[config.mk]
export PLATFORM = sky130hd
export DESIGN_NAME = rl_pair_dispatcher_flat
export DESIGN_NICKNAME = d
export VERILOG_FILES = /design/src/rtl/rl_pair_dispatcher_pkg.sv /design/src/rtl/rl_pair_dispatcher_if.sv /design/src/rtl/rl_pair_dispatcher_drain_timer.sv /design/src/rtl/rl_pair_dispatcher.sv /design/src/flat_wrapper.sv
export SDC_FILE = /design/constraint.sdc
export NUM_CORES = 1
export LEC_CHECK = 0
export ABC_AREA = 1
export BUFFER_PORTS_ARGS = -buffer_cell sky130_fd_sc_hd__clkbuf_2
export CORE_MARGIN = 5
export CORE_UTILIZATION = 40
export CTS_CLUSTER_DIAMETER = 100
export DETAILED_ROUTE_END_ITERATION = 6
export PLACE_DENSITY = 0.66
export REMOVE_ABC_BUFFERS = 1
export SETUP_SLACK_MARGIN = 0.02
export SYNTH_ARGS = -nofsm -noshare
export SYNTH_HDL_FRONTEND = slang
export SYNTH_HIERARCHICAL = 1
export SYNTH_SLANG_ARGS = --single-unit
[constraint.sdc]
create_clock -name clk -period 3.92 [get_ports clk]
set_clock_uncertainty 0.05 [all_clocks]
set_input_delay 0.784 -clock clk [delete_from_list [all_inputs] [get_ports clk]]
set_output_delay 0.784 -clock clk [all_outputs]
set_load 0.01 [all_outputs]
[src/rtl/rl_pair_dispatcher_pkg.sv]
// Shared constants and helpers for the RL pair dispatcher.
// FSM encodings are plain localparam vectors so legacy netlists keep the same state codes.
package rl_pair_dispatcher_pkg;

    localparam logic [1:0] ST_IDLE  = 2'd0;
    localparam logic [1:0] ST_ISSUE = 2'd1;
    localparam logic [1:0] ST_DRAIN = 2'd2;
    localparam logic [1:0] ST_DONE  = 2'd3;

    localparam int unsigned DEF_NUM_PIPE       = 4;
    localparam int unsigned DEF_REF_ADDR_WIDTH = 7;
    localparam int unsigned DEF_NBR_ADDR_WIDTH = 7;

    function automatic int unsigned lane_idx_width(input int unsigned num_pipe);
        return (num_pipe > 1) ? $clog2(num_pipe) : 1;
    endfunction

    // One bit of headroom above the wider count so sums never wrap in compares.
    function automatic int unsigned cmp_width(input int unsigned a, input int unsigned b);
        return ((a > b) ? a : b) + 1;
    endfunction

endpackage

[src/rtl/rl_pair_dispatcher_if.sv]
// Position-RAM read bus between the pair dispatcher and the force lanes.
interface rl_pair_dispatcher_if #(
    parameter int unsigned NUM_PIPE       = 4,
    parameter int unsigned REF_ADDR_WIDTH = 7,
    parameter int unsigned NBR_ADDR_WIDTH = 7
);
    logic [REF_ADDR_WIDTH-1:0]          home_rdaddr;
    logic [NUM_PIPE*NBR_ADDR_WIDTH-1:0] nbr_rdaddr;
    logic                               rden;
    logic [NUM_PIPE-1:0]                lane_valid;
    logic                               stall;

    modport master (
        output home_rdaddr, nbr_rdaddr, rden, lane_valid,
        input  stall
    );

    modport slave (
        input  home_rdaddr, nbr_rdaddr, rden, lane_valid,
        output stall
    );
endinterface

[src/rtl/rl_pair_dispatcher_drain_timer.sv]
// Counts unstalled drain cycles; expire marks the last of PIPE_LATENCY such cycles.
module rl_drain_timer #(
    parameter int unsigned PIPE_LATENCY = 31,
    parameter int unsigned DRAIN_WIDTH  = 6
) (
    input  logic clk,
    input  logic rst,
    input  logic load,
    input  logic en,
    input  logic stall,
    output logic expire
);
    localparam logic [DRAIN_WIDTH-1:0] LAST = DRAIN_WIDTH'(PIPE_LATENCY - 1);

    logic [DRAIN_WIDTH-1:0] cnt;

    always_ff @(posedge clk) begin
        if (!rst) begin
            cnt <= '0;
        end else if (load) begin
            cnt <= '0;
        end else if (en && !stall) begin
            cnt <= cnt + DRAIN_WIDTH'(1);
        end
    end

    assign expire = en && !stall && (cnt == LAST);
endmodule

[src/rtl/rl_pair_dispatcher.sv]
// Multi-lane (home, neighbor) pair sweep feeding NUM_PIPE force pipelines.
// Optional RL_DISPATCH_NEWTON3_EN: same-cell runs issue each unordered pair once.
module rl_pair_dispatcher
    import rl_pair_dispatcher_pkg::*;
#(
    parameter int unsigned NUM_PIPE       = 4,
    parameter int unsigned REF_ADDR_WIDTH = 7,
    parameter int unsigned NBR_ADDR_WIDTH = 7,
    parameter int unsigned PIPE_LATENCY   = 31,
    parameter int unsigned DRAIN_WIDTH    = 6
) (
    input  logic                      clk,
    input  logic                      rst,
    input  logic                      start,
    input  logic [REF_ADDR_WIDTH:0]   ref_count,
    input  logic [NBR_ADDR_WIDTH:0]   nbr_count,
    input  logic                      same_cell,
    rl_pair_dispatcher_if.master      bus,
    output logic                      busy,
    output logic                      done
);
    localparam int unsigned NW1 = NBR_ADDR_WIDTH + 1;
    localparam int unsigned RW1 = REF_ADDR_WIDTH + 1;
    localparam int unsigned CW  = cmp_width(RW1, NW1);

    logic [1:0]                         state;
    logic [REF_ADDR_WIDTH-1:0]          home;
    logic [NW1-1:0]                     base;
    logic [RW1-1:0]                     ref_q;
    logic [NW1-1:0]                     nbr_q;
    logic [NUM_PIPE-1:0]                mask;
    logic [NUM_PIPE-1:0]                lane_valid_q;
    logic [NUM_PIPE*NBR_ADDR_WIDTH-1:0] nbr_addr;

    logic n3, n3_start;
    logic issue, beat;
    logic group_end, row_last, next_row_empty, sweep_end, start_empty;
    logic drain_load, drain_en, drain_expire;
    logic [NW1-1:0] row_base_next, row_base_first;

`ifdef RL_DISPATCH_NEWTON3_EN
    logic n3_q;

    always_ff @(posedge clk) begin
        if (!rst) begin
            n3_q <= 1'b0;
        end else if (state == ST_IDLE && start) begin
            n3_q <= same_cell;
        end
    end

    assign n3       = n3_q;
    assign n3_start = same_cell;
`else
    logic unused_same_cell;
    assign unused_same_cell = same_cell;
    assign n3               = 1'b0;
    assign n3_start         = 1'b0;
`endif

    assign issue = (state == ST_ISSUE);
    assign beat  = issue && !bus.stall;

    assign group_end      = (CW'(base) + CW'(NUM_PIPE)) >= CW'(nbr_q);
    assign row_last       = (CW'(home) + CW'(1)) >= CW'(ref_q);
    // Same-cell rows start at home+1, so once a row is empty every later row is too.
    assign next_row_empty = n3 && ((CW'(home) + CW'(2)) >= CW'(nbr_q));
    assign sweep_end      = row_last || next_row_empty;
    assign row_base_next  = n3 ? (NW1'(home) + NW1'(2)) : '0;
    assign row_base_first = n3_start ? NW1'(1) : '0;
    assign start_empty    = (ref_count == '0) || (nbr_count == '0) ||
                            (n3_start && (nbr_count <= NW1'(1)));

    for (genvar k = 0; k < NUM_PIPE; k++) begin : g_lane
        logic [NW1-1:0] addr_k;
        assign addr_k = base + NW1'(k);
        assign nbr_addr[k*NBR_ADDR_WIDTH +: NBR_ADDR_WIDTH] =
            issue ? addr_k[NBR_ADDR_WIDTH-1:0] : '0;
        assign mask[k] = (addr_k < nbr_q) && (!n3 || (CW'(addr_k) > CW'(home)));
    end

    assign drain_load = beat && group_end && sweep_end;
    assign drain_en   = (state == ST_DRAIN);

    rl_drain_timer #(
        .PIPE_LATENCY (PIPE_LATENCY),
        .DRAIN_WIDTH  (DRAIN_WIDTH)
    ) u_drain (
        .clk    (clk),
        .rst    (rst),
        .load   (drain_load),
        .en     (drain_en),
        .stall  (bus.stall),
        .expire (drain_expire)
    );

    always_ff @(posedge clk) begin
        if (!rst) begin
            state        <= ST_IDLE;
            home         <= '0;
            base         <= '0;
            ref_q        <= '0;
            nbr_q        <= '0;
            lane_valid_q <= '0;
        end else begin
            lane_valid_q <= beat ? mask : '0;
            case (state)
                ST_IDLE: begin
                    if (start) begin
                        ref_q <= ref_count;
                        nbr_q <= nbr_count;
                        home  <= '0;
                        base  <= row_base_first;
                        state <= start_empty ? ST_DONE : ST_ISSUE;
                    end
                end
                ST_ISSUE: begin
                    if (!bus.stall) begin
                        if (!group_end) begin
                            base <= base + NW1'(NUM_PIPE);
                        end else if (sweep_end) begin
                            state <= ST_DRAIN;
                        end else begin
                            home <= home + REF_ADDR_WIDTH'(1);
                            base <= row_base_next;
                        end
                    end
                end
                ST_DRAIN: begin
                    if (drain_expire) begin
                        state <= ST_DONE;
                    end
                end
                default: begin
                    state <= ST_IDLE;
                end
            endcase
        end
    end

    assign bus.home_rdaddr = issue ? home : '0;
    assign bus.nbr_rdaddr  = nbr_addr;
    assign bus.rden        = beat;
    assign bus.lane_valid  = lane_valid_q;
    assign busy            = issue || (state == ST_DRAIN);
    assign done            = (state == ST_DONE);
endmodule

[src/flat_wrapper.sv]
// flat-port wrapper written by rule: the top's interface ports become plain ports
module rl_pair_dispatcher_flat import rl_pair_dispatcher_pkg::*;
#(
    parameter int unsigned NUM_PIPE       = 4,
    parameter int unsigned REF_ADDR_WIDTH = 7,
    parameter int unsigned NBR_ADDR_WIDTH = 7,
    parameter int unsigned PIPE_LATENCY   = 31,
    parameter int unsigned DRAIN_WIDTH    = 6
)
  (clk, rst, start, ref_count, nbr_count, same_cell, busy, done, bus_home_rdaddr, bus_nbr_rdaddr, bus_rden, bus_lane_valid, bus_stall);
  rl_pair_dispatcher_if #(.NUM_PIPE(NUM_PIPE), .REF_ADDR_WIDTH(REF_ADDR_WIDTH), .NBR_ADDR_WIDTH(NBR_ADDR_WIDTH)) bus_i ();
  input  logic clk;
  input  logic rst;
  input  logic start;
  input  logic [REF_ADDR_WIDTH:0] ref_count;
  input  logic [NBR_ADDR_WIDTH:0] nbr_count;
  input  logic same_cell;
  output logic busy;
  output logic done;
  output wire logic [$bits(bus_i.home_rdaddr)-1:0] bus_home_rdaddr;
  output wire logic [$bits(bus_i.nbr_rdaddr)-1:0] bus_nbr_rdaddr;
  output wire logic [$bits(bus_i.rden)-1:0] bus_rden;
  output wire logic [$bits(bus_i.lane_valid)-1:0] bus_lane_valid;
  input wire logic [$bits(bus_i.stall)-1:0] bus_stall;
  assign bus_home_rdaddr = bus_i.home_rdaddr;
  assign bus_nbr_rdaddr = bus_i.nbr_rdaddr;
  assign bus_rden = bus_i.rden;
  assign bus_lane_valid = bus_i.lane_valid;
  assign bus_i.stall = bus_stall;
  rl_pair_dispatcher #(.NUM_PIPE(NUM_PIPE), .REF_ADDR_WIDTH(REF_ADDR_WIDTH), .NBR_ADDR_WIDTH(NBR_ADDR_WIDTH), .PIPE_LATENCY(PIPE_LATENCY), .DRAIN_WIDTH(DRAIN_WIDTH)) u_core (.clk(clk), .rst(rst), .start(start), .ref_count(ref_count), .nbr_count(nbr_count), .same_cell(same_cell), .bus(bus_i), .busy(busy), .done(done));
endmodule
After elaboration in Yosys (flattened, before gate mapping)
Cells that the tools add are included.
{"block": "word_totals", "out_inout_bits": 42, "register_bits": 43, "inputBits": 21}
{"block": "classes", "n_lt_le_gt_ge": 6, "n_mux": 22, "eq_ne": 11, "add_sub_neg": 8, "n_reduce_logical": 18, "n_bitwise": 1}
{"op": "7-bit 2-to-1 mux", "n": 9}
{"op": "8-bit < comparator", "n": 4}
{"op": "8-bit 2-to-1 mux", "n": 4}
{"op": "9-bit by 8-bit greater-or-equal comparator with 1-bit output", "n": 2}
{"op": "8-bit by 2-bit adder with 8-bit output, second input constant", "n": 2}
{"op": "8-bit zero test", "n": 2}
{"op": "8-bit one-hot mux with 2 select lines", "n": 1}
{"op": "7-bit one-hot mux with 2 select lines", "n": 1}
{"op": "2-bit 2-to-1 mux", "n": 6}
{"op": "2-bit != test, second input constant", "n": 5}
{"op": "5-bit AND reduction", "n": 2}
{"op": "8-bit by 3-bit adder with 9-bit output, second input constant", "n": 1}
{"op": "7-bit by 1-bit adder with 8-bit output, second input constant", "n": 1}
{"op": "8-bit by 1-bit adder with 8-bit output, second input constant", "n": 1}
{"op": "8-bit by 3-bit adder with 8-bit output, second input constant", "n": 1}
{"op": "7-bit by 1-bit adder with 7-bit output, second input constant", "n": 1}
{"op": "6-bit by 1-bit adder with 6-bit output, second input constant", "n": 1}
{"op": "6-bit by 5-bit equality test with 1-bit output, second input constant", "n": 1}
{"op": "2-bit one-hot mux with 3 select lines", "n": 1}
{"op": "1-bit logical AND", "n": 5}
{"op": "2-bit equality test, second input constant", "n": 2}
{"op": "2-bit AND reduction", "n": 2}
{"op": "4-bit AND reduction", "n": 1}
{"op": "3-bit != test, second input constant", "n": 1}
{"op": "8 further kinds", "n": 9}

Longest topological paths before layout
Gate-level depths: netlist of the first run.
{"block": "logic_depth", "depth_word": 6, "mapped_depth": 18}

Cells and area by module
The synthesis of the first run kept the hierarchy.
{"mod": "rl_pair_dispatcher", "area_per_inst_um2": 2676.3, "instances": 1, "cells_per_inst": 385}
{"mod": "rl_drain_timer", "area_per_inst_um2": 330.3, "instances": 1, "cells_per_inst": 44}

Worst setup path before layout of the first run
No wires, ideal clock.
{"block": "synth_path", "path_type": "register to output", "start": "register u_core.state[1]", "end": "output port bus_nbr_rdaddr[10]", "arrival_ns": 1.521, "stages_incl_launch_ff": 8, "path_slack_ns": 1.565, "n_path_buf": 3, "required_ns": 3.086, "path_cell_list": "dfxtp_1 inv_1 ha_1 buf_2 buf_1 nand2_1 inv_1 buf_4"}
{"block": "synth_between", "elab_chain_cells": 2}
{"item": "start: declaration", "line": "rl_pair_dispatcher.sv:26", "text": "logic [1:0] state;"}
{"item": "start signal: assignment", "line": "rl_pair_dispatcher.sv:114", "text": "state <= start_empty ? ST_DONE : ST_ISSUE;"}
{"item": "2-bit by 1-bit equality test with 1-bit output", "line": "rl_pair_dispatcher.sv:61", "text": "assign issue = (state == ST_ISSUE);"}
{"item": "7-bit 2-to-1 mux", "line": "rl_pair_dispatcher.sv:78", "text": "issue ? addr_k[NBR_ADDR_WIDTH-1:0] : '0;"}
{"item": "end: declaration", "line": "flat_wrapper.sv:21", "text": "output wire logic [$bits(bus_i.nbr_rdaddr)-1:0] bus_nbr_rdaddr;"}
Every way passes these cells.

Worst setup path after layout of the first run
{"block": "layout_path", "start": "register u_core.state[1]", "end": "output port bus_rden"}
{"block": "layout_between", "elab_chain_cells": 2}
{"item": "2-bit by 1-bit equality test with 1-bit output", "line": "rl_pair_dispatcher.sv:61"}
{"item": "1-bit logical AND", "line": "rl_pair_dispatcher.sv:62", "text": "assign beat = issue && !bus.stall;"}
{"item": "end: declaration", "line": "flat_wrapper.sv:22", "text": "output wire logic [$bits(bus_i.rden)-1:0] bus_rden;"}
Every way passes these cells.

==> impl_results.md, run 1 <==
- Iteration-0 DRC Markers: 96
- Total I/O pin count: 63
- Routing usage on met1: 0.1841
- RSZ-0062 raised after global routing: no
- Number of setup buffers added after CTS: 0
- Final HPWL from detailed placement: 5117 um
- Share of post-route cells with drive strength above 1: 0.1879
- Cell taking the most area after synthesis: sky130_fd_sc_hd__dfxtp_1
- Number of max-slew violations in the final report: 0
- Relative max-transition margin: 0.4149
- Start point of the worst min-delay path: u_core/ref_q[5]$_SDFFE_PN0P_
- Count of buffers from port buffering: 57
- DRC violations left: 0
- Static power due to leakage: 0.001807 uW
- Worst Hold Slack: 416.5 ps
- Via density per instance: 4.781
- Sequential Power Share: 0.275
- Routed length per instance: 11.50 um
- Number of distinct library cells after synthesis: 37
- Synthesized area: 0.003007 mm2
- Hold path endpoint: u_core/ref_q[5]$_SDFFE_PN0P_
- Fraction of met2 tracks used by global routing: 0.2378
- Maximum clock rate: 334.2 MHz
- Die Y: 96.70 um
- Final setup violating endpoints: 0
- Power density cells: ~660 mW/mm2
- Global Route Usage Sum: 0.1433
- Number of cells after detailed placement: 555
- Clock period minus worst slack: 2992 ps
- Fill cell count: between 700 and 800
- Post-synthesis async set-or-reset flop share: 0
- Element type at the critical path start: register
- R2R setup slack: 1160 ps
- Post-synth EDFFs: 0
- Post-Synthesis Cells: 429
- Sinks on the clock net: 41
- Relative contribution of the clock network to total power: 0.152
- Number of search-and-repair iterations in the first detailed-routing pass: 5
- CP Max Fanout: 23
- Post-layout net count: 521
- Startpoint of the lowest-slack register-to-register path: u_core/home[0]$_SDFFE_PN0P_
- Final antenna diode count: 0
- Post-Synthesis Mean Instance Area: 7.008 um2
- Sequential element share of the synthesized area: 0.2730
- Class of the worst hold path: register to register
- Clock-pin slew on the worst setup and hold paths: 80 ps
- Peak supply drop: 0.0002258 V
- Buffer cell driving the clock tree root: sky130_fd_sc_hd__clkbuf_8
- Std-Cell Core Area: between 0.007 and 0.008 mm2
- Combinational power share: 0.574
- Final Hold Fails: 0
- Maximum level of the CTS H-tree: 2
- Via total after detailed routing: 2687
- Total gr overflow: 0
- Total CTS buffers: 5
- Switching part of the total power: 0.4714
- Most used standard cell by instance count after synthesis: sky130_fd_sc_hd__nand2_1
- Number of hold buffers added after CTS: 0
- Total number of yosys warnings: 6
- Status: finished clean
- Area contributors post-synth: sky130_fd_sc_hd__dfxtp_1, sky130_fd_sc_hd__ha_1, sky130_fd_sc_hd__nand2_1
- Area of all placed cells without fillers: ~0.0033 mm2
- CTS tree: yes
- Leading register cell type out of synthesis: sky130_fd_sc_hd__dfxtp_1
- Initial antenna violation count: 0
- Most instantiated cells after synthesis: sky130_fd_sc_hd__nand2_1, sky130_fd_sc_hd__inv_1, sky130_fd_sc_hd__nor2_1
- Placed instance area: 0.003222 mm2
- R2R depth: 16
- Antenna Nets Post-Route: 0
- Design Power: 2189 uW
- Max Buffers Root-to-Sink: 2
- Initial core utilization: 0.4123
- Global placement routability congestion: 0.8723
- Routed wire length: 6465 um
- First-pass GRT wire length: between 10000 and 15000 um
- Signal arrival time at the worst endpoint: 2160 ps
- Critical path data required time: 3090 ps
- Signed area change from the synthesized netlist to the final layout: 10.61%
- Core Rows: 31
- Reg-to-reg endpoint: u_core/state[1]$_SDFFE_PN0P_
- GR Layer Usage met3: 0.03381
- Int Power: 1157 uW
- Horizontal extent of the die: 96.70 um
- Crit share post-route: 0.7633
- Number of cells on the worst hold path: 2
- Cell Count, Final, Fillers Out: 562
- Die Footprint: 0.009351 mm2
- Busiest grt layer: met2
- Critical path type: register to output port
- Share of Yosys cell area claimed by the top area cell type: 0.2730
- Flops & latches, synth: 41
- Setup TNS: 0 ps
- Clock insertion delay at the later pin of the skew report: 290 ps
- Total of max-cap violations: 0
- Number of gates resized after cts: 0
- Largest net degree at the start of global routing: 32
- Measured slew at the worst slew-check pin: 875.6 ps
- Setup crit end kind: output port
- Vias in the first global route: approximately 2600
- Switch Pwr: 1032 uW
final cells by class:
class                           instances  area [um2]  share of cell area
Clock buffer                            5       68.82             0.02069
Sequential cell                        41       820.8              0.2468
Tap cell                               99       123.9             0.03725
Multi-Input combinational cell        290        1737              0.5222
Inverter                               68       255.2             0.07675
Timing Repair Buffer                   57       285.3             0.08578
Clock inverter                          2       35.03             0.01053
cell usage in the layout, fill, tap and decap left out, types with 6 or more instances in the layout:
cell type                  instances
sky130_fd_sc_hd__nand2_1          74
sky130_fd_sc_hd__inv_1            65
sky130_fd_sc_hd__clkbuf_2         57
sky130_fd_sc_hd__nor2_1           43
sky130_fd_sc_hd__dfxtp_1          41
sky130_fd_sc_hd__a21oi_1          40
sky130_fd_sc_hd__ha_1             37
sky130_fd_sc_hd__o21ai_0          20
sky130_fd_sc_hd__nand3_1          13
sky130_fd_sc_hd__nand4_1          13
sky130_fd_sc_hd__xor2_1            6
power groups by stage:
stage          logic (uW)  registers, uW  clock network (uW)
2_1_floorplan         969            586                   0
3_3_place_gp         1210            609                   0
3_5_place_dp         1250            611                   0
4_1_cts              1260            602                 344
5_1_grt              1460            615                 359
6_report             1260            601                 332
worst max path at each step:
stage                                                     to  depth (start not counted)  slack (ps)                    startpoint
after CTS                                           bus_rden                          5         870  u_core/state[1]$_SDFFE_PN0P_
after floorplan                                     bus_rden                          4        1520  u_core/state[1]$_SDFFE_PN0P_
final                                               bus_rden                          5         930  u_core/state[1]$_SDFFE_PN0P_
after detailed placement  u_core/u_drain/cnt[2]$_SDFFE_PP0P_                         14        1190   u_core/base[2]$_SDFFE_PN0P_
after global placement                              bus_rden                          5        1230  u_core/state[1]$_SDFFE_PN0P_
after global routing                                bus_rden                          5         690  u_core/state[1]$_SDFFE_PN0P_
stage by stage:
step	util	setup slack (ps)
2_1_floorplan	-	1524
3_3_place_gp	0.4418	1234
3_5_place_dp	0.4418	1190
4_1_cts	0.4561	873.5
5_1_grt	0.4561	687.2
6_report	0.4561	927.8
state kept, by name (all words and copies together), names as in the netlist:
| name | count |
|---|---|
| u_core/nbr_q | 8 |
| u_core/ref_q | 8 |
| u_core/home | 7 |
| u_core/base | 6 |
| u_core/u_drain/cnt | 6 |
| u_core/bus.lane_valid | 4 |
| u_core/state | 2 |
routing by layer:
layer | vias to the layer above | part of all wire
li1 | 1425 | -
met1 | 1183 | 0.48
met2 | 71 | 0.46
met3 | 8 | 0.048
met4 | 0 | 0.012
met5 | - | 0
worst max-delay path, cell delays in order, from the launching register on:
cell                       delay [ps]
sky130_fd_sc_hd__dfxtp_1          340
sky130_fd_sc_hd__inv_1            100
sky130_fd_sc_hd__ha_1             710
sky130_fd_sc_hd__inv_1            220
sky130_fd_sc_hd__nor2_1           290
sky130_fd_sc_hd__clkbuf_2         200
logic make-up after synthesis:
kind of cell | share of synthesized area
AND/OR/NAND/NOR | 0.2626
buffers and inverters | 0.1531
AO/OA/AOI/OAI | 0.1327
flip-flops | 0.2730
adder cells (fa/ha/maj) | 0.1540
XOR/XNOR | 0.02331
other | 0.001247
Note: power is estimated with default switching activity, not from simulation.
==> inputs of run 2 (changes only) <==
ABC_AREA = 0   (was 1)
PLACE_DENSITY = 0.67   (was 0.66)
clock period = 3.1 ns   (was 3.92 ns; I/O delays follow)
==> run 2 against run 1 <==
  * Synthesized area decreased by 2.3%
  * Largest cell class unchanged
  * Largest power group unchanged
  * Sequential power rose by 6.3%
  * Clock-buffer cell count stayed put
  * Non-clock buffer count is 6 higher
  * Register-to-register slack worse by 900 ps
  * Wire length is 4.7% lower
  * Critical path depth up 7
  * Flip-flop and latch count stayed put
  * Global-route usage is 0.063 points lower
==> impl_results.md, run 2 <==
- Post-layout net count: 455 (-13%)
- Post-Synthesis Cells: 357 (-17%)
- Clock insertion delay at the later pin of the skew report: 290 ps (about the same)
- Cell taking the most area after synthesis: sky130_fd_sc_hd__dfxtp_1
- Post-Synthesis Mean Instance Area: 8.229 um2 (+17%)
- Crit share post-route: 0.9149
- Max Buffers Root-to-Sink: 2 (unchanged)
- Class of the worst hold path: register to register
- Via total after detailed routing: 2466 (-8.2%)
- Element type at the critical path start: register
- Final setup violating endpoints: 0 (unchanged)
- Measured slew at the worst slew-check pin: 622.3 ps (-253.2 ps)
- Core Rows: 31 (unchanged)
- Sequential element share of the synthesized area: 0.2794 (+0.006395)
- Largest net degree at the start of global routing: 25 (-22%)
- Final HPWL from detailed placement: 4965 um (-3.0%)
- Area contributors post-synth: sky130_fd_sc_hd__dfxtp_1, sky130_fd_sc_hd__ha_1, sky130_fd_sc_hd__nand2_1
- Total I/O pin count: 63 (unchanged)
- Peak supply drop: 0.0004578 V (+100%)
- Routed wire length: 6164 um (-4.7%)
- Synthesized area: 0.002938 mm2 (-2.3%)
- Flops & latches, synth: 41 (unchanged)
- Setup TNS: 0 ps (unchanged)
- CP Max Fanout: 6 (-74%)
- Sinks on the clock net: 41 (unchanged)
- Setup crit end kind: register
- Largest registers: u_core/nbr_q (8), u_core/ref_q (8), u_core/home (7)
- Initial antenna violation count: 0 (unchanged)
- Number of search-and-repair iterations in the first detailed-routing pass: 4 (-1)
- Total number of yosys warnings: 6 (unchanged)
- Total of max-cap violations: 0 (unchanged)
- Crit-path slowest cell: sky130_fd_sc_hd__dfxtp_1
- Peak per-stage delay on the critical path: 410 ps (-300 ps)
- Total CTS buffers: 5 (unchanged)
- Number of setup buffers added after CTS: 0 (unchanged)
- Global placement routability congestion: 0.7904 (-9.4%)
- Maximum level of the CTS H-tree: 2 (unchanged)
- Post-synth EDFFs: 0 (unchanged)
- Global Route Usage Sum: 0.1427 (-0.0006331)
- Cell repeated most along the worst path: sky130_fd_sc_hd__a31oi_2
- Power density cells: 554.9 mW/mm2 (-16%)
- Relative max-transition margin: 0.5833 (+0.1684)
- Antenna Nets Post-Route: 0 (unchanged)
- Via density per instance: 4.962 (+3.8%)
- Total gr overflow: 0 (unchanged)
- Series of cell instances along the critical path: and3_1, nand3_1, or2_2, nand2_1, ha_1, a41oi_1, o21ai_0, a31oi_2, a31oi_2, and2_1, nand2b_1, a211oi_1
- DRC violations left: 0 (unchanged)
- Final Hold Fails: 0 (unchanged)
- Status: finished clean
- Number of gates resized after cts: 0 (unchanged)
- RSZ-0062 raised after global routing: no
- Clock period minus worst slack: around 2800 ps
- Crit path max-delay family: simple AND/OR/NAND/NOR gates
- First-pass GRT wire length: 10470 um (-9.3%)
- Initial core utilization: 0.4072 (-0.005105)
- Std-Cell Core Area: 0.007214 mm2 (-1.1%)
- Iteration-0 DRC Markers: 45 (-53%)
- Post-synthesis async set-or-reset flop share: 0 (unchanged)
- Vias in the first global route: 2288 (-12%)
- Number of max-slew violations in the final report: 0 (unchanged)
- Routed length per instance: 12.40 um (+7.8%)
- Maximum clock rate: approximately 350 MHz
- Buffer cell driving the clock tree root: sky130_fd_sc_hd__clkbuf_8
- Signed area change from the synthesized netlist to the final layout: 12.22%
- Horizontal extent of the die: 95.70 um (-1.0%)
- Share of Yosys cell area claimed by the top area cell type: 0.2794 (+0.006395)
- CTS tree: yes
- Most instantiated cells after synthesis: sky130_fd_sc_hd__nand2_1, sky130_fd_sc_hd__dfxtp_1, sky130_fd_sc_hd__ha_1
- Share of post-route cells with drive strength above 1: 0.2186 (+0.03069)
- Top library cells by usage in the layout, fill and taps aside: sky130_fd_sc_hd__nand2_1, sky130_fd_sc_hd__clkbuf_2, sky130_fd_sc_hd__dfxtp_1, sky130_fd_sc_hd__ha_1, sky130_fd_sc_hd__inv_1
- Worst Hold Slack: 415.6 ps (-0.8700 ps)
- Number of distinct library cells after synthesis: 54 (+46%)
- Count of buffers from port buffering: 57 (unchanged)
- Post-layout util: 0.4570 (+0.0009150)
- Final antenna diode count: 0 (unchanged)
- Leading register cell type out of synthesis: sky130_fd_sc_hd__dfxtp_1
- Critical path type: register to register
- Signal arrival time at the worst endpoint: 2990 ps (+830 ps)
- Die Y: 95.70 um (-1.0%)
- Static power due to leakage: 0.001506 uW (-17%)
- Sum of buffers and inverters on the critical path: 0 (-3)
- Most used standard cell by instance count after synthesis: sky130_fd_sc_hd__nand2_1
- Die Footprint: 0.009158 mm2 (-2.1%)
- Most common cell after layout, fill and taps aside: sky130_fd_sc_hd__nand2_1
- Number of hold buffers added after CTS: 0 (unchanged)
- Clock-pin slew on the worst setup and hold paths: 80 ps (about the same)
- Critical path data required time: 3260 ps (+170 ps)
run 2: changes by cell type after synthesis, sizes merged, moves of 8 or more:
| cell | change |
|---|---|
| o21ai | -11 |
| inv | -48 |
| a21boi | +16 |
| nand4 | -14 |
| and2 | +17 |
| a21oi | -29 |
| nor2 | -34 |
| nand3 | -8 |
| nand2b | +9 |
| nand2 | -17 |
run 2: through the flow:
| step | instance area [um2] | std cells | setup WS, ps | total power [uW] |
|---|---|---|---|---|
| 2_1_floorplan | 2756 | 327 | 521.7 | 1254 |
| 3_3_place_gp | 3211 | 489 | 341.3 | 1474 |
| 3_5_place_dp | 3211 | 489 | 267.0 | 1497 |
| 4_1_cts | 3297 | 497 | 252.5 | 1851 |
| 5_1_grt | 3297 | 497 | 22.13 | 1991 |
| 6_report | 3297 | 497 | 263.9 | 1829 |
run 2: metal layers:
| layer | up-vias | wire (um) | global-route usage |
|---|---|---|---|
| li1 | 1291 | - | - |
| met1 | 1126 | 3046 | 0.1942 |
| met2 | 44 | 2777 | 0.2339 |
| met3 | 5 | 276 | 0.02502 |
| met4 | 0 | 64 | 0.03555 |
| met5 | - | 0 | 0 |
run 2: path summary, 6_finish.rpt:
check                                     from  slack (ps)  depth (start not counted)                                 end
setup / recovery   u_core/home[2]$_SDFFE_PN0P_         260                         12  u_core/u_drain/cnt[1]$_SDFFE_PP0P_
hold / removal    u_core/ref_q[7]$_SDFFE_PN0P_         420                          2        u_core/ref_q[7]$_SDFFE_PN0P_
setup reg to reg   u_core/home[2]$_SDFFE_PN0P_         260                         12  u_core/u_drain/cnt[1]$_SDFFE_PP0P_
hold reg to reg   u_core/ref_q[7]$_SDFFE_PN0P_         420                          2        u_core/ref_q[7]$_SDFFE_PN0P_
run 2: power by group:
group / internal [uW] / switching, uW
Sequential: 590 / 49.0
Clock: 156 / 191
Combinational: 335 / 508
Total: 1080 / 748
run 2: area by class of cell:
| class | instances | area [um2] |
|---|---|---|
| clock inverter | 3 | 17.52 |
| fill | 746 | 3918 |
| inverter | 20 | 75.07 |
| sequential | 41 | 820.8 |
| multi-input combinational | 266 | 1861 |
| clock buffer | 5 | 68.82 |
| tap | 99 | 123.9 |
| timing repair buffer | 63 | 330.3 |
run 2: tightest hold or removal path, delay by kind of cell, from the launching register on:
family | cells | cell delay (ps)
simple gates | 1 | 50
flops | 1 | 310
compound gates | 1 | 60
run 2: cell families (layout without fill, tap and decap cells):
group / after synthesis / after routing / share of synthesized area
DFF: 41 / 41 / 0.2794
AOI/OAI and AO/OA: 74 / 74 / 0.1912
xor gates and xnor gates: 7 / 7 / 0.02087
other: 1 / 4 / 0.001276
muxes: 4 / 4 / 0.01363
buffers and inverters: 53 / 91 / 0.09114
and+or+nand+nor: 140 / 140 / 0.2449
adders and majority gates: 37 / 37 / 0.1576
==> inputs of run 3 (changes only) <==
CTS_BUF_LIST = sky130_fd_sc_hd__clkbuf_4   (was not set)
GPL_TIMING_DRIVEN = 1   (was not set)
==> run 3 against run 2 <==
  * Final cell count is the same
  * Via count shrank 0.12%
  * First-iteration DRC count grew 16%
  * Sequential share of layout area grew 0.27 points
  * Clock-buffer cell count is the same
  * Sequential power is essentially flat
  * Critical path type unchanged
  * Largest cell class unchanged
==> impl_results.md, run 3 (synthesized netlist as in run 2, its figures left out) <==
- Signal arrival time at the worst endpoint: 3030 ps (+40 ps)
- Area of all placed cells without fillers: 0.003267 mm2 (-0.91%)
- Class of the worst hold path: register to register
- Maximum level of the CTS H-tree: 2 (unchanged)
- Largest net degree at the start of global routing: 25 (unchanged)
- Die Y: 95.70 um (unchanged)
- Via total after detailed routing: 2463 (-0.12%)
- Clock insertion delay at the later pin of the skew report: 350 ps (+60 ps)
- Post-layout net count: 455 (unchanged)
- Number of cells after detailed placement: 489 (unchanged)
- Final HPWL from detailed placement: 4965 um (unchanged)
- DRC violations left: 0 (unchanged)
- Global placement routability congestion: 0.7904 (unchanged)
- Fill cell count: 750 (+0.54%)
- Final Hold Fails: 0 (unchanged)
- Max Buffers Root-to-Sink: 2 (unchanged)
- Die Footprint: 0.009158 mm2 (unchanged)
- Number of search-and-repair iterations in the first detailed-routing pass: 4 (unchanged)
- RSZ-0062 raised after global routing: no
- Area used by multi-input combinational logic: 0.001861 mm2 (unchanged)
- Final setup violating endpoints: 0 (unchanged)
- Launch point of the critical path: u_core/base[2]$_SDFFE_PN0P_
- Most common cell after layout, fill and taps aside: sky130_fd_sc_hd__nand2_1
- Initial core utilization: 0.4072 (unchanged)
- Sinks on the clock net: 41 (unchanged)
- R2R depth: 10 (-2)
- Final antenna diode count: 0 (unchanged)
- Static power due to leakage: 0.001494 uW (-0.80%)
- Initial antenna violation count: 0 (unchanged)
- Maximum clock rate: 355.2 MHz (+0.74%)
- Routed length per instance: 12.33 um (-0.57%)
- Power density cells: 535.9 mW/mm2 (-3.4%)
- Post-layout util: 0.4528 (-0.004162)
- CP Max Fanout: 6 (unchanged)
- Setup crit end kind: register
- Critical path data required time: 3320 ps (+60 ps)
- Via density per instance: 4.956 (-0.12%)
- Std-Cell Core Area: 0.007214 mm2 (unchanged)
- Status: finished clean
- Startpoint of the lowest-slack register-to-register path: u_core/base[2]$_SDFFE_PN0P_
- Relative max-transition margin: 0.5808 (-0.002449)
- Element type at the critical path start: register
- Total area of sequential cells: 822.0 um2 (+0.15%)
- Total of max-cap violations: 0 (unchanged)
- CTS tree: yes
- Total gr overflow: 0 (unchanged)
- Top library cells by usage in the layout, fill and taps aside: sky130_fd_sc_hd__nand2_1, sky130_fd_sc_hd__clkbuf_2, sky130_fd_sc_hd__dfxtp_1, sky130_fd_sc_hd__ha_1, sky130_fd_sc_hd__inv_1
- Iteration-0 DRC Markers: 52 (+16%)
- Number of max-slew violations in the final report: 0 (unchanged)
- Design Power: 1751 uW (-4.3%)
- Critical path type: register to register
- Largest registers: u_core/nbr_q (8), u_core/ref_q (8), u_core/home (7)
- Reg-to-reg endpoint: u_core/u_drain/cnt[1]$_SDFFE_PP0P_
- Global Route Usage Sum: 0.1430 (+0.0003277)
- Setup TNS: 0 ps (unchanged)
- Horizontal extent of the die: 95.70 um (unchanged)
- Clock-pin slew on the worst setup and hold paths: 130 ps (+50 ps)
- Crit share post-route: 0.9082 (-0.006690)
- Count of buffers from port buffering: 57 (unchanged)
- Clock period minus worst slack: 2815 ps (-20.74 ps)
- Total CTS buffers: 5 (unchanged)
- Number of setup buffers added after CTS: 0 (unchanged)
- Core Rows: 31 (unchanged)
- Antenna Nets Post-Route: 0 (unchanged)
- Cell Count, Final, Fillers Out: 497 (unchanged)
- Vias in the first global route: 2283 (-0.22%)
- Total I/O pin count: 63 (unchanged)
- Routed wire length: 6129 um (-0.57%)
- Signed area change from the synthesized netlist to the final layout: 11.20%
- Peak supply drop: 0.0004452 V (-2.7%)
- Worst Setup EP: u_core/u_drain/cnt[1]$_SDFFE_PP0P_
- R2R setup slack: 280 ps (+20 ps)
- Placed instance area: 0.003211 mm2 (unchanged)
- First-pass GRT wire length: 10430 um (-0.33%)
- Share of post-route cells with drive strength above 1: 0.2211 (+0.002513)
- Measured slew at the worst slew-check pin: 626.0 ps (+3.658 ps)
- Buffer cell driving the clock tree root: sky130_fd_sc_hd__clkbuf_4
run 3: cell counts in the layout (fill, tap and decap cells not counted):
Identical to the previous run, type by type.
run 3: final cells by class:
| type | count | share of cell area |
|---|---|---|
| Tap cell | 99 | 0.03792 |
| Clock buffer | 5 | 0.01149 |
| Clock inverter | 3 | 0.005362 |
| Timing Repair Buffer | 63 | 0.1011 |
| Inverter | 20 | 0.02298 |
| Sequential cell | 41 | 0.2516 |
| Multi-Input combinational cell | 266 | 0.5695 |
run 3: routing by layer:
| layer | vias to the layer above | track usage | wire, um |
|---|---|---|---|
| li1 | 1293 | - | - |
| met1 | 1113 | 0.1938 | 2910 |
| met2 | 53 | 0.2322 | 2854 |
| met3 | 4 | 0.02267 | 316 |
| met4 | 0 | 0.04621 | 47 |
| met5 | - | 0 | 0 |
run 3: how the worst min path moves through the flow:
stage	depth (start not counted)	slack [ps]	startpoint	endpoint
2_1_floorplan	2	390	u_core/nbr_q[2]$_SDFFE_PN0P_	u_core/nbr_q[2]$_SDFFE_PN0P_
3_3_place_gp	2	400	u_core/ref_q[3]$_SDFFE_PN0P_	u_core/ref_q[3]$_SDFFE_PN0P_
3_5_place_dp	2	410	u_core/ref_q[7]$_SDFFE_PN0P_	u_core/ref_q[7]$_SDFFE_PN0P_
4_1_cts	3	420	ref_count[7]	u_core/ref_q[7]$_SDFFE_PN0P_
5_1_grt	2	440	u_core/nbr_q[6]$_SDFFE_PN0P_	u_core/nbr_q[6]$_SDFFE_PN0P_
6_report	2	420	u_core/ref_q[7]$_SDFFE_PN0P_	u_core/ref_q[7]$_SDFFE_PN0P_
run 3: repair_timing:
| item | 4_1_cts | 5_1_grt |
|---|---|---|
| gates resized for setup | 0 | 2 |
| hold buffers | 0 | 0 |
| setup endpoints to repair | 0 | 1 |
run 3: critical path: stages (launching register included):
cell and delay (ps):
sky130_fd_sc_hd__dfxtp_1 450, sky130_fd_sc_hd__ha_1 280, sky130_fd_sc_hd__nand3_1 160, sky130_fd_sc_hd__xnor2_1 170, sky130_fd_sc_hd__ha_1 290, sky130_fd_sc_hd__a21o_1 210, sky130_fd_sc_hd__a221oi_4 330, sky130_fd_sc_hd__a31oi_2 150
sky130_fd_sc_hd__and2_1 180, sky130_fd_sc_hd__nand2b_1 220, sky130_fd_sc_hd__a211oi_1 240
run 3: per-stage QoR:
| stage | setup WS [ps] | hold slack (ps) |
|---|---|---|
| after floorplan | 521.7 | 393.4 |
| after global placement | 341.3 | 402.8 |
| after detailed placement | 267.0 | 407.7 |
| after CTS | 240.0 | 423.9 |
| after global routing | 29.79 | 438.6 |
| final | 284.7 | 422.2 |
run 3: power by group:
part	switching, uW	internal (uW)	total, uW
registers	48.9	590	639
logic	508	335	844
clock network	182	85.7	268
